[config.mk]
export PLATFORM = sky130hd
export DESIGN_NAME = alu_ctrl_md
export DESIGN_NICKNAME = d
export VERILOG_FILES = /design/src/rtl/alu_ctrl_md.sv
export SDC_FILE = /design/constraint.sdc
export NUM_CORES = 1
export LEC_CHECK = 0
export BUFFER_PORTS_ARGS = -buffer_cell sky130_fd_sc_hd__buf_2
export CORE_MARGIN = 2
export CORE_UTILIZATION = 40
export DETAILED_ROUTE_END_ITERATION = 7
export PLACE_DENSITY = 0.55
export SYNTH_ARGS = -nofsm -noshare
export SYNTH_HDL_FRONTEND = slang
export SYNTH_SLANG_ARGS = --single-unit
export TNS_END_PERCENT = 50
[constraint.sdc]
create_clock -name clk -period 9.8 [get_ports clk]
set_input_delay 0.49 -clock clk [delete_from_list [all_inputs] [get_ports clk]]
set_output_delay 0.49 -clock clk [all_outputs]
set_load 0.005 [all_outputs]
[src/rtl/alu_ctrl_md.sv]
// alu_ctrl_md: ALU operation decode plus iterative M-extension unit.
// Build option: define ALU_MD_EARLY_OUT_EN to bypass CALC/FIX on special cases.
//
// Ports:
//   clk, rst          clock, async active-high reset
//   in_valid/in_ready issue handshake (ready only in IDLE)
//   Funct7/Funct3     instruction function fields
//   ALUOp             00 ld/st, 01 branch, 10 R-type, 11 reserved
//   rs1_data/rs2_data operands, used by M ops only
//   ALU_ctrl_out      registered 5-bit operation code
//   out_valid         one-cycle completion pulse
//   md_sel            result comes from md_result
//   md_result         M-extension result
//   md_busy           high in CALC and FIX
module alu_ctrl_md #(
  parameter int XLEN = 32
) (
  input  logic            clk,
  input  logic            rst,
  input  logic            in_valid,
  output logic            in_ready,
  input  logic [6:0]      Funct7,
  input  logic [2:0]      Funct3,
  input  logic [1:0]      ALUOp,
  input  logic [XLEN-1:0] rs1_data,
  input  logic [XLEN-1:0] rs2_data,
  output logic [4:0]      ALU_ctrl_out,
  output logic            out_valid,
  output logic            md_sel,
  output logic [XLEN-1:0] md_result,
  output logic            md_busy
);

  localparam int CW = $clog2(XLEN) + 1;
  localparam logic [XLEN-1:0] MIN = {1'b1, {(XLEN-1){1'b0}}};
  localparam logic [XLEN-1:0] ONES = {XLEN{1'b1}};

  typedef enum logic [1:0] {
    IDLE,
    CALC,
    FIX,
    DONE
  } state_t;

  state_t state;

  logic [CW-1:0]   cnt;
  logic [XLEN-1:0] hi;
  logic [XLEN-1:0] lo;
  logic [XLEN-1:0] opb;
  logic [XLEN-1:0] dvd;
  logic [2:0]      op3;
  logic            neg_q;
  logic            neg_r;
  logic            dz;

  logic            accept;
  logic [4:0]      code;
  logic            is_m;

  assign accept = in_valid & in_ready;

  // Operation code decode
  always_comb begin
    code = 5'b00000;
    is_m = 1'b0;
    unique case (ALUOp)
      2'b00: code = 5'b00010;
      2'b01: begin
        unique case (Funct3)
          3'b000:  code = 5'b10110;
          3'b001:  code = 5'b10001;
          3'b100:  code = 5'b10010;
          3'b101:  code = 5'b10011;
          3'b110:  code = 5'b10100;
          3'b111:  code = 5'b10101;
          default: code = 5'b00000;
        endcase
      end
      2'b10: begin
        unique case (1'b1)
          (Funct7 == 7'b0000000): begin
            unique case (Funct3)
              3'b000: code = 5'b00010;
              3'b001: code = 5'b01000;
              3'b010: code = 5'b00111;
              3'b011: code = 5'b01001;
              3'b100: code = 5'b01010;
              3'b101: code = 5'b01011;
              3'b110: code = 5'b01101;
              3'b111: code = 5'b01110;
              default: code = 5'b00000;
            endcase
          end
          (Funct7 == 7'b0100000): begin
            unique case (Funct3)
              3'b000:  code = 5'b00110;
              3'b101:  code = 5'b01100;
              default: code = 5'b00000;
            endcase
          end
          (Funct7 == 7'b0000001): begin
            code = {2'b11, Funct3};
            is_m = 1'b1;
          end
          default: code = 5'b00000;
        endcase
      end
      default: code = 5'b00000;
    endcase
  end

  // Operand signedness: MULH, MULHSU, DIV, REM treat rs1 as signed;
  // MULH, DIV, REM treat rs2 as signed. MUL low half is sign-agnostic.
  logic            sa_en;
  logic            sb_en;
  logic            neg_a;
  logic            neg_b;
  logic [XLEN-1:0] mag_a;
  logic [XLEN-1:0] mag_b;

  always_comb begin
    sa_en = 1'b0;
    sb_en = 1'b0;
    unique case (Funct3)
      3'b001: begin sa_en = 1'b1; sb_en = 1'b1; end
      3'b010: sa_en = 1'b1;
      3'b100: begin sa_en = 1'b1; sb_en = 1'b1; end
      3'b110: begin sa_en = 1'b1; sb_en = 1'b1; end
      default: begin sa_en = 1'b0; sb_en = 1'b0; end
    endcase
  end

  assign neg_a = sa_en & rs1_data[XLEN-1];
  assign neg_b = sb_en & rs2_data[XLEN-1];
  assign mag_a = neg_a ? -rs1_data : rs1_data;
  assign mag_b = neg_b ? -rs2_data : rs2_data;

  // Iteration step. Multiply: {hi,lo} is the product register with
  // the multiplier shifting out of lo. Divide: hi is the partial
  // remainder, lo the dividend shifting out / quotient shifting in.
  logic [XLEN:0]   mul_sum;
  logic [XLEN:0]   div_sh;
  logic [XLEN:0]   div_tr;

  assign mul_sum = {1'b0, hi} + (lo[0] ? {1'b0, opb} : '0);
  assign div_sh  = {hi, lo[XLEN-1]};
  assign div_tr  = div_sh - {1'b0, opb};

  // Sign fix-up and half/quotient/remainder selection
  logic [2*XLEN-1:0] prod;
  logic [XLEN-1:0]   q_fix;
  logic [XLEN-1:0]   r_fix;
  logic [XLEN-1:0]   fix_res;

  always_comb begin
    prod  = neg_q ? -{hi, lo} : {hi, lo};
    q_fix = neg_q ? -lo : lo;
    r_fix = neg_r ? -hi : hi;
    if (dz) begin
      q_fix = ONES;
      r_fix = dvd;
    end
    if (op3[2]) begin
      fix_res = op3[1] ? r_fix : q_fix;
    end else begin
      fix_res = (op3[1:0] == 2'b00) ? prod[XLEN-1:0]
                                    : prod[2*XLEN-1:XLEN];
    end
  end

`ifdef ALU_MD_EARLY_OUT_EN
  // Results that need no iteration, decided from the raw operands
  logic            eo_dz;
  logic            eo_ov;
  logic            eo_mz;
  logic            eo_hit;
  logic [XLEN-1:0] eo_res;

  assign eo_dz = Funct3[2] & (rs2_data == '0);
  assign eo_ov = Funct3[2] & ~Funct3[0] &
                 (rs1_data == MIN) & (rs2_data == ONES);
  assign eo_mz = ~Funct3[2] &
                 ((rs1_data == '0) | (rs2_data == '0));
  assign eo_hit = is_m & (eo_dz | eo_ov | eo_mz);

  always_comb begin
    eo_res = '0;
    if (eo_dz) begin
      eo_res = Funct3[1] ? rs1_data : ONES;
    end else if (eo_ov) begin
      eo_res = Funct3[1] ? '0 : MIN;
    end
  end
`endif

  always_ff @(posedge clk or posedge rst) begin
    if (rst) begin
      state        <= IDLE;
      cnt          <= '0;
      hi           <= '0;
      lo           <= '0;
      opb          <= '0;
      dvd          <= '0;
      op3          <= '0;
      neg_q        <= 1'b0;
      neg_r        <= 1'b0;
      dz           <= 1'b0;
      in_ready     <= 1'b1;
      ALU_ctrl_out <= '0;
      out_valid    <= 1'b0;
      md_sel       <= 1'b0;
      md_result    <= '0;
      md_busy      <= 1'b0;
    end else begin
      unique case (state)
        IDLE: begin
          out_valid <= 1'b0;
          md_sel    <= 1'b0;
          if (accept) begin
            ALU_ctrl_out <= code;
            if (!is_m) begin
              out_valid <= 1'b1;
            end else begin
              in_ready <= 1'b0;
`ifdef ALU_MD_EARLY_OUT_EN
              if (eo_hit) begin
                state     <= DONE;
                md_result <= eo_res;
                out_valid <= 1'b1;
                md_sel    <= 1'b1;
              end else
`endif
              begin
                state   <= CALC;
                md_busy <= 1'b1;
                cnt     <= CW'(XLEN);
                hi      <= '0;
                lo      <= mag_a;
                opb     <= mag_b;
                dvd     <= rs1_data;
                op3     <= Funct3;
                neg_q   <= neg_a ^ neg_b;
                neg_r   <= neg_a;
                dz      <= (rs2_data == '0);
              end
            end
          end
        end
        CALC: begin
          if (op3[2]) begin
            if (!div_tr[XLEN]) begin
              hi <= div_tr[XLEN-1:0];
              lo <= {lo[XLEN-2:0], 1'b1};
            end else begin
              hi <= div_sh[XLEN-1:0];
              lo <= {lo[XLEN-2:0], 1'b0};
            end
          end else begin
            hi <= mul_sum[XLEN:1];
            lo <= {mul_sum[0], lo[XLEN-1:1]};
          end
          cnt <= cnt - CW'(1);
          if (cnt == CW'(1)) begin
            state <= FIX;
          end
        end
        FIX: begin
          md_result <= fix_res;
          out_valid <= 1'b1;
          md_sel    <= 1'b1;
          md_busy   <= 1'b0;
          state     <= DONE;
        end
        DONE: begin
          out_valid <= 1'b0;
          md_sel    <= 1'b0;
          in_ready  <= 1'b1;
          state     <= IDLE;
        end
        default: state <= IDLE;
      endcase
    end
  end

endmodule
==> After elaboration in Yosys (flattened, before gate mapping) <==
Memories as Yosys holds them, arrays and structs flattened.
Index checks and enable logic that the tools add are counted.
{ "classes": {"n_mux": 46, "n_bitwise": 4, "addsub": 8, "n_reduce_logical": 20, "n_eq_ne": 17} }
{ "ops": {"columns": ["cell", "count"], "rows": [
  ["$mux W32", 17],
  ["$neg A32 Y32", 4],
  ["$pmux W32 S2", 2],
  ["$mux W64", 1],
  ["$neg A64 Y64", 1],
  ["$add A32 B32 Y33", 1],
  ["$sub A33 B32 Y33", 1],
  ["$logic_not A32 Y1", 1],
  ["$pmux W5 S3", 2],
  ["$pmux W5 S6", 1],
  ["$reduce_and A3 Y1", 5],
  ["$eq A3 B3 Y1 const B", 4],
  ["$mux W6", 2],
  ["$pmux W6 S2", 1],
  ["$mux W1", 11],
  ["$pmux W2 S4", 1],
  ["$pmux W4 S2", 1],
  ["$reduce_bool A2 Y1", 4],
  ["$eq A7 B1 Y1 const B", 1],
  ["$eq A7 B6 Y1 const B", 1],
  ["$logic_not A7 Y1", 1],
  ["$eq A2 B2 Y1 const B", 3],
  ["$eq A6 B1 Y1 const B", 1],
  ["$logic_not A2 Y1", 3],
  ["other kinds (16)", 25]
]} }
{ "word_totals": {"memories": 1, "regBits": 183, "inputBits": 79, "output_inout_bits": 41, "word_cells": 112, "romBits": 32} }
{ "memory_table": {"columns": ["memory", "depth", "word_bits", "read_ports", "rd_clocked_by_memory_dff", "write_ports", "line_no", "text"], "rows": [
  ["(name not given)", 8, 4, 1, 0, 0, "83", "unique case (Funct3)"]
]} }

==> Longest topological paths before layout <==
Gate-level depths: netlist of the first run.
{ "depth": {"ltp_word": 8, "depth_mapped": 15, "ltp_nobuf": 14} }

==> Worst setup path after synthesis of the first run <==
OpenSTA, ideal clock, no wires.
{ "synth_timing": {"path_kind": "register to register", "startpoint": "register lo[0]", "endpoint": "register hi[23]", "setup_time_ns": 0.126, "path_stages_with_launch": 15, "slack_ns": 6.471, "required_time_ns": 9.674, "path_buffers": 1, "arrival_time_ns": 3.203, "synth_period_minus_slack_ns": 3.329, "path_cell_list": "dfrtp_1 inv_1 clkbuf_1 nor2_1 ha_1 o211ai_1 a21oi_1 o41ai_2 o211ai_1 o211a_1 o21ai_1 nand2b_1 a21oi_1 xnor2_1 a221o_1"} }
{ "synth_between": {"elab_chain_cells": 4} }
{ "synth_lines": {"columns": ["element", "line_no", "text"], "rows": [
  ["start: declaration", "49", "logic [XLEN-1:0] lo;"],
  ["start signal: assignment", "239", "lo <= mag_a;"],
  ["start signal: assignment", "254", "lo <= {lo[XLEN-2:0], 1'b1};"],
  ["start signal: assignment", "257", "lo <= {lo[XLEN-2:0], 1'b0};"],
  ["$mux W32", "146", "assign mul_sum = {1'b0, hi} + (lo[0] ? {1'b0, opb} : '0);"],
  ["$add A32 B32 Y33", "146", null],
  ["$mux W32", "251", "if (op3[2]) begin"],
  ["$pmux W32 S2", "216", "unique case (state)"],
  ["end signal: assignment", "253", "hi <= div_tr[XLEN-1:0];"],
  ["end signal: assignment", "256", "hi <= div_sh[XLEN-1:0];"],
  ["end signal: assignment", "260", "hi <= mul_sum[XLEN:1];"],
  ["end: declaration", "48", "logic [XLEN-1:0] hi;"]
]} }
No other way between the ends.
A chain may end at the register's enable or synchronous reset.

==> Final worst setup path of the first run <==
Same ends and word-level chain as after synthesis.

==> out/qor.yml, run 1 <==
power_and_ir_drop:
  ir_drop_v: 0.0001097
  switchingPower_uw: 1635
  power.density_nw_per_um2: 207.0
  pwr-share-comb_pct: 47.3
  p_int_uw: 2004
  power.total_uw: 3639
  p_sw_share_pct: 44.93
  seqPwrFrac_pct: 32.1
  clkPwrFrac_pct: 20.7
  p_leak_uw: 0.007816
floorplan:
  rows: 73
  fp.dieH_um: 204.6
  ioPinCount: 120
  fp.dieArea_sq_um: 41860
  die_w_um: 204.6
  placeableCoreArea_sq_um: 39730
  start_util_pct: 40.51
clock_tree:
  cts_root_buffer: "clkbuf_16"
  ctsHoldBuffers: 0
  cts_resized: 0
  h-tree-depth: 4
  cts_made_buffers: 17
  cts.sink_count: 183
  clock_latency_ns: 0.46
  cts_tree: "built"
  postCtsSetupBuffers: 0
  cts_buffer_depth: 2
  clkSlewWorstSetupHoldPaths_ns: 0.08
route:
  drt_iter0_drc: 1245
  drt_pass1_iterations: 6
  drc: 0
  wl_per_cell_um: 19.89
  avgViaCountPerCell: 5.740
  vias: 15103
  postRouteWirelength_um: 52330
  ant_nets: 0
global_routing:
  grt_pass1_wl_um: 82470
  grt_usage_pct: 25.13
  grt_pass1_vias: 14385
  grt_antenna_before_repair: 0
  grt_max_degree: 121
  grt-ovfl-total: 0
logic_synthesis:
  syn_area_per_cell_sq_um: 7.765
  synthTopCellsByCount: "nand2_1 (321), o21ai_0 (228), dfrtp_1 (182)"
  synth_top_area_share_pct: 28.29
  synthTopCellsByArea: "dfrtp_1 (28%), nand2_1 (7.5%), o21ai_0 (7.1%), ha_1 (6.2%), xnor2_1 (6.0%)"
  syn_inst: 2073
  ys_warn_count: 0
  synth_seq_area_share_pct: 28.46
  synth_most_common_cell: "nand2_1"
  synth_nets: 2234
  synthArstFlopShare_pct: 100.0
  ys_ff_latch: 183
  synth_edf_count: 0
  synth_top_cell_by_area: "dfrtp_1"
  synth_cell_types: 86
  synthFlopType: "dfrtp_1"
  syn_area_sq_um: 16100
critical_path:
  worstPathRequired_ns: 10.15
  crit_buf_inv: 1
  critPathSlowestCell: "inv_1"
  critPathTopFamily: "compound AO/OA/AOI/OAI gates"
  critPathMaxStageDelay_ns: 0.75
  critPathLaunchType: "register"
  crit_arrival_ns: 4.69
  end_kind: "register"
  worstPathMaxFanout: 31
  crit_chain: "inv_1 > nor2_1 > ha_1 > o211ai_1 > a21oi_1 > o41ai_2 > o211ai_1 > o211a_1 > o21ai_1 > nand2b_1 > a21oi_1 > xnor2_1 > a221o_1"
  path_class: "reg2reg"
sta:
  fmax_ghz: 0.2304
  slew_viol_final: 0
  final.setup.tns_ns: 0
  period_minus_slack_ns: 4.340
  tightest_slew_ns: 1.103
  fin_skew_ns: 0.01419
  rsz0062_at_grt: "false"
  period_share_pct: 44.29
  hold_viol: 0
  maxSlewHeadroom_pct: 26.48
  setup_viol: 0
placement:
  dp_hpwl_um: 38360
  place_congestion: 0.9133
  place_area_sq_um: 16970
  port_buffers: 119
cells_and_area:
  drive_gt1_share_pct: 10.30
  area_growth_pct: 9.203
  fin_nets: 2254
  postLayoutCellArea_sq_um: 17580
  diodes: 0
hold_path:
  hold_class: "in2async"
run_status:
  status: "finished clean"
flow_run:
  maxCapViolations: 0
[layout make-up]
cell class / instances / area, sq um
clock buffer: 19 / 442.9
clock inverter: 13 / 167.7
fill: 4121 / 22150
inverter: 74 / 285.3
multi-input combinational: 1679 / 10700
sequential: 183 / 4584
tap: 525 / 656.9
timing repair buffer: 138 / 738.2
[state kept, by name, indices dropped and copies added (netlist names)]
register,cells
opb,32
state,2
md_busy,1
cnt,6
in_ready,1
ALU_ctrl_out,5
op3,3
md_result,32
lo,32
out_valid,1
neg_r,1
md_sel,1
dvd,32
dz,1
neg_q,1
hi,32
[cell families after synthesis]
family / Yosys count / share of synthesized area (%)
buf+inv: 211 / 5.177
mux: 75 / 4.695
simple gates: 692 / 20.09
xor+xnor: 200 / 10.93
compound gates: 630 / 24.18
flops: 183 / 28.46
fa+ha+maj: 82 / 6.467
[power groups by stage]
stage	logic, uW	registers (uW)	clock network, uW
2_1_floorplan	1270	1060	0
3_3_place_gp	1690	1170	0
3_5_place_dp	1710	1180	0
4_1_cts	1710	1160	765
5_1_grt	1910	1190	793
6_report	1720	1170	752
[placed cells by master (no fill, tap or decap), types with 11 or more instances in the layout]
master | synthesis | final
nand3_1 | 34 | 34
nor4_1 | 13 | 13
o21ai_1 | 13 | 13
o21ai_0 | 228 | 228
o41ai_1 | 11 | 11
nor3_1 | 30 | 30
nand2b_1 | 28 | 28
o211ai_1 | 24 | 24
xnor2_1 | 111 | 111
ha_1 | 80 | 79
xor2_1 | 88 | 88
o31ai_1 | 27 | 27
nor2b_1 | 16 | 16
a221oi_1 | 15 | 15
inv_1 | 73 | 72
clkbuf_16 | 0 | 17
buf_2 | 11 | 119
dfrtp_1 | 182 | 179
a22oi_1 | 23 | 23
a31oi_1 | 23 | 23
or3_1 | 13 | 13
a21oi_1 | 151 | 151
nand4_1 | 12 | 12
nand2_1 | 321 | 321
a21o_1 | 24 | 24
mux2i_1 | 71 | 71
buf_4 | 3 | 19
nor2_1 | 150 | 149
[per-stage QoR]
step	setup WS [ns]	util, %	std cells	hold slack, ns
after CTS	5.413	44.24	2631	0.2593
final	5.460	44.24	2631	0.1705
after global routing	5.062	44.24	2631	0.2685
after floorplan	4.340	-	2073	0.4369
after detailed placement	5.339	42.71	2599	0.4629
after global placement	5.384	42.71	2599	0.4617
[routing by layer]
layer,routed length (um),track usage (%)
met1,24710,35.45
met2,23590,40.12
met5,0,0
met3,2831,2.927
met4,1200,7.712
[worst paths after layout]
| kind | startpoint | end | slack (ns) | cells after the start |
|---|---|---|---|---|
| max | lo[0]$_DFFE_PP0P_ | hi[23]$_DFFE_PP0P_ | 5.46 | 13 |
| min | rst | md_result[10]$_DFFE_PP0P_ | 0.17 | 2 |
| max reg2reg | lo[0]$_DFFE_PP0P_ | hi[23]$_DFFE_PP0P_ | 5.46 | 13 |
| min reg2reg | ALU_ctrl_out[2]$_DFFE_PP0P_ | ALU_ctrl_out[2]$_DFFE_PP0P_ | 0.48 | 2 |
| max in group asynchronous | rst | cnt[3]$_DFFE_PP0P_ | 8.12 | 3 |
| min in group clk | rs1_data[30] | dvd[30]$_DFFE_PP0P_ | 0.27 | 3 |
No activity file was read; power rests on OpenSTA's default activity.
==> inputs of run 2 (changes only) <==
==> constraint.sdc (replaced) <==
create_clock -name clk -period 4.3 [get_ports clk]
set_input_delay 0.215 -clock clk [delete_from_list [all_inputs] [get_ports clk]]
set_output_delay 0.215 -clock clk [all_outputs]
set_load 0.005 [all_outputs]
==> out/qor.yml, run 2 (synthesized netlist as in run 1, its figures left out) <==
run_status:
  status: "finished clean"
floorplan:
  ioPinCount: 120
  fp.dieH_um: 204.6
  start_util_pct: 40.51
  rows: 73
  fp.dieArea_sq_um: 41860
  die_w_um: 204.6
  placeableCoreArea_sq_um: 39730
global_routing:
  grt_max_degree: 91
  grt-ovfl-total: 0
  grt_antenna_before_repair: 0
  grt_pass1_wl_um: 84240
  grt_usage_pct: 25.70
  grt_pass1_vias: 14917
sta:
  setup_ws_ns: 0.4648
  slew_viol_final: 0
  period_minus_slack_ns: 3.835
  period_share_pct: 89.19
  maxSlewHeadroom_pct: 15.86
  setup_viol: 0
  hold_viol: 0
  rsz0062_at_grt: "false"
  fmax_ghz: 0.2607
  fin_skew_ns: 0.01469
  tightest_slew_ns: 1.257
  final.setup.tns_ns: 0
cells_and_area:
  diodes: 0
  area_growth_pct: 10.59
  fin_nets: 2286
  final_common_cell: "nand2_1"
  final_cell_mix: "nand2_1 (321), o21ai_0 (228), dfrtp_1 (179)"
  drive_gt1_share_pct: 11.04
clock_tree:
  postCtsSetupBuffers: 0
  clkSlewWorstSetupHoldPaths_ns: 0.08
  cts_root_buffer: "clkbuf_16"
  h-tree-depth: 4
  clock_latency_ns: 0.46
  cts_tree: "built"
  cts.sink_count: 183
  cts_buffer_depth: 2
  cts_made_buffers: 17
  cts_resized: 0
  ctsHoldBuffers: 13
hold_path:
  hold_class: "in2reg"
  hold_start: "rs1_data[13]"
placement:
  dp_slack_ns: 0.5412
  port_buffers: 119
  place_congestion: 0.9205
  dp_hpwl_um: 39800
critical_path:
  crit_chain: "inv_1 > buf_4 > nor2_1 > ha_1 > a21oi_1 > o21ai_0 > o21bai_1 > o211ai_1 > o211a_1 > o21ai_1 > nand2b_1 > a21oi_1 > xnor2_1 > a221o_1"
  critPathTopFamily: "compound AO/OA/AOI/OAI gates"
  critPathMaxStageDelay_ns: 0.47
  crit_buf_inv: 2
  r2r-start: "lo[0]$_DFFE_PP0P_"
  critPathLaunchType: "register"
  crit_arrival_ns: 4.18
  end_kind: "register"
  crit_start: "lo[0]$_DFFE_PP0P_"
  crit_path_frequent_cell: "a21oi_1"
  path_class: "reg2reg"
  worstPathRequired_ns: 4.64
  worstPathMaxFanout: 26
  critPathSlowestCell: "dfrtp_1"
route:
  wl_per_cell_um: 20.00
  postRouteWirelength_um: 53270
  drt_iter0_drc: 1238
  avgViaCountPerCell: 5.783
  drt_pass1_iterations: 6
  ant_nets: 0
  vias: 15399
  drc: 0
flow_run:
  maxCapViolations: 0
power_and_ir_drop:
  ir_drop_v: 0.0002585
  power.density_nw_per_um2: 462.8
  p_leak_uw: 0.007931
[run 2: cell types whose count changed in the layout (fill, tap and decap cells not counted), moves of 2 or more]
cell and delta:
inv_6 -2, buf_4 +18, bufinv_16 -2, clkinvlp_4 +3, dlygate4sd3_1 +13, clkinv_2 +2
[run 2: final timing paths]
| check | slack [ns] | cells past startpoint | end |
|---|---|---|---|
| max | 0.46 | 14 | hi[23]$_DFFE_PP0P_ |
| min reg2reg | 0.48 | 2 | dvd[4]$_DFFE_PP0P_ |
| min | 0.02 | 3 | dvd[13]$_DFFE_PP0P_ |
| min in group asynchronous | 0.20 | 3 | dvd[9]$_DFFE_PP0P_ |
| max reg2reg | 0.46 | 14 | hi[23]$_DFFE_PP0P_ |
| max in group asynchronous | 2.90 | 4 | op3[2]$_DFFE_PP0P_ |
[run 2: area by class of cell]
| cell class | count | area (sq um) |
|---|---|---|
| clock buffer | 18 | 429.2 |
| clock inverter | 14 | 123.9 |
| fill | 4051 | 21930 |
| inverter | 74 | 281.5 |
| multi-input combinational | 1679 | 10700 |
| sequential | 183 | 4584 |
| tap | 525 | 656.9 |
| timing repair buffer | 170 | 1023 |
[run 2: where the power goes]
group | leakage [uW] | switching (uW) | internal (uW)
Combinational | 0.00526 | 2440 | 1560
Clock | 0.000263 | 782 | 801
Sequential | 0.00241 | 552 | 2100
Total | 0.00793 | 3780 | 4460
[run 2: worst min-delay path, cell delays in order]
cell and delay (ns):
buf_2 0.12, nand2_1 0.05, o21ai_0 0.06
[run 2: per-stage QoR]
step	power, uW	hold WS (ns)	instance area, sq um	instances	utilization [%]
global placement	6588	0.1291	17120	2618	43.09
global route	8844	0.01796	17800	2663	44.81
floorplan	5302	0.3204	16100	2073	-
finish	8240	0.01855	17800	2663	44.81
CTS	8243	0.0002564	17800	2663	44.81
detailed placement	6635	0.1276	17120	2618	43.09
[run 2: per-layer routing]
metal	part of all wire, %	track usage, %	vias to the layer above
met5	0	0	-
met4	2.5	7.842	0
met3	5.1	3.675	71
met2	45	40.81	459
met1	48	36.03	7406
li1	-	-	7463
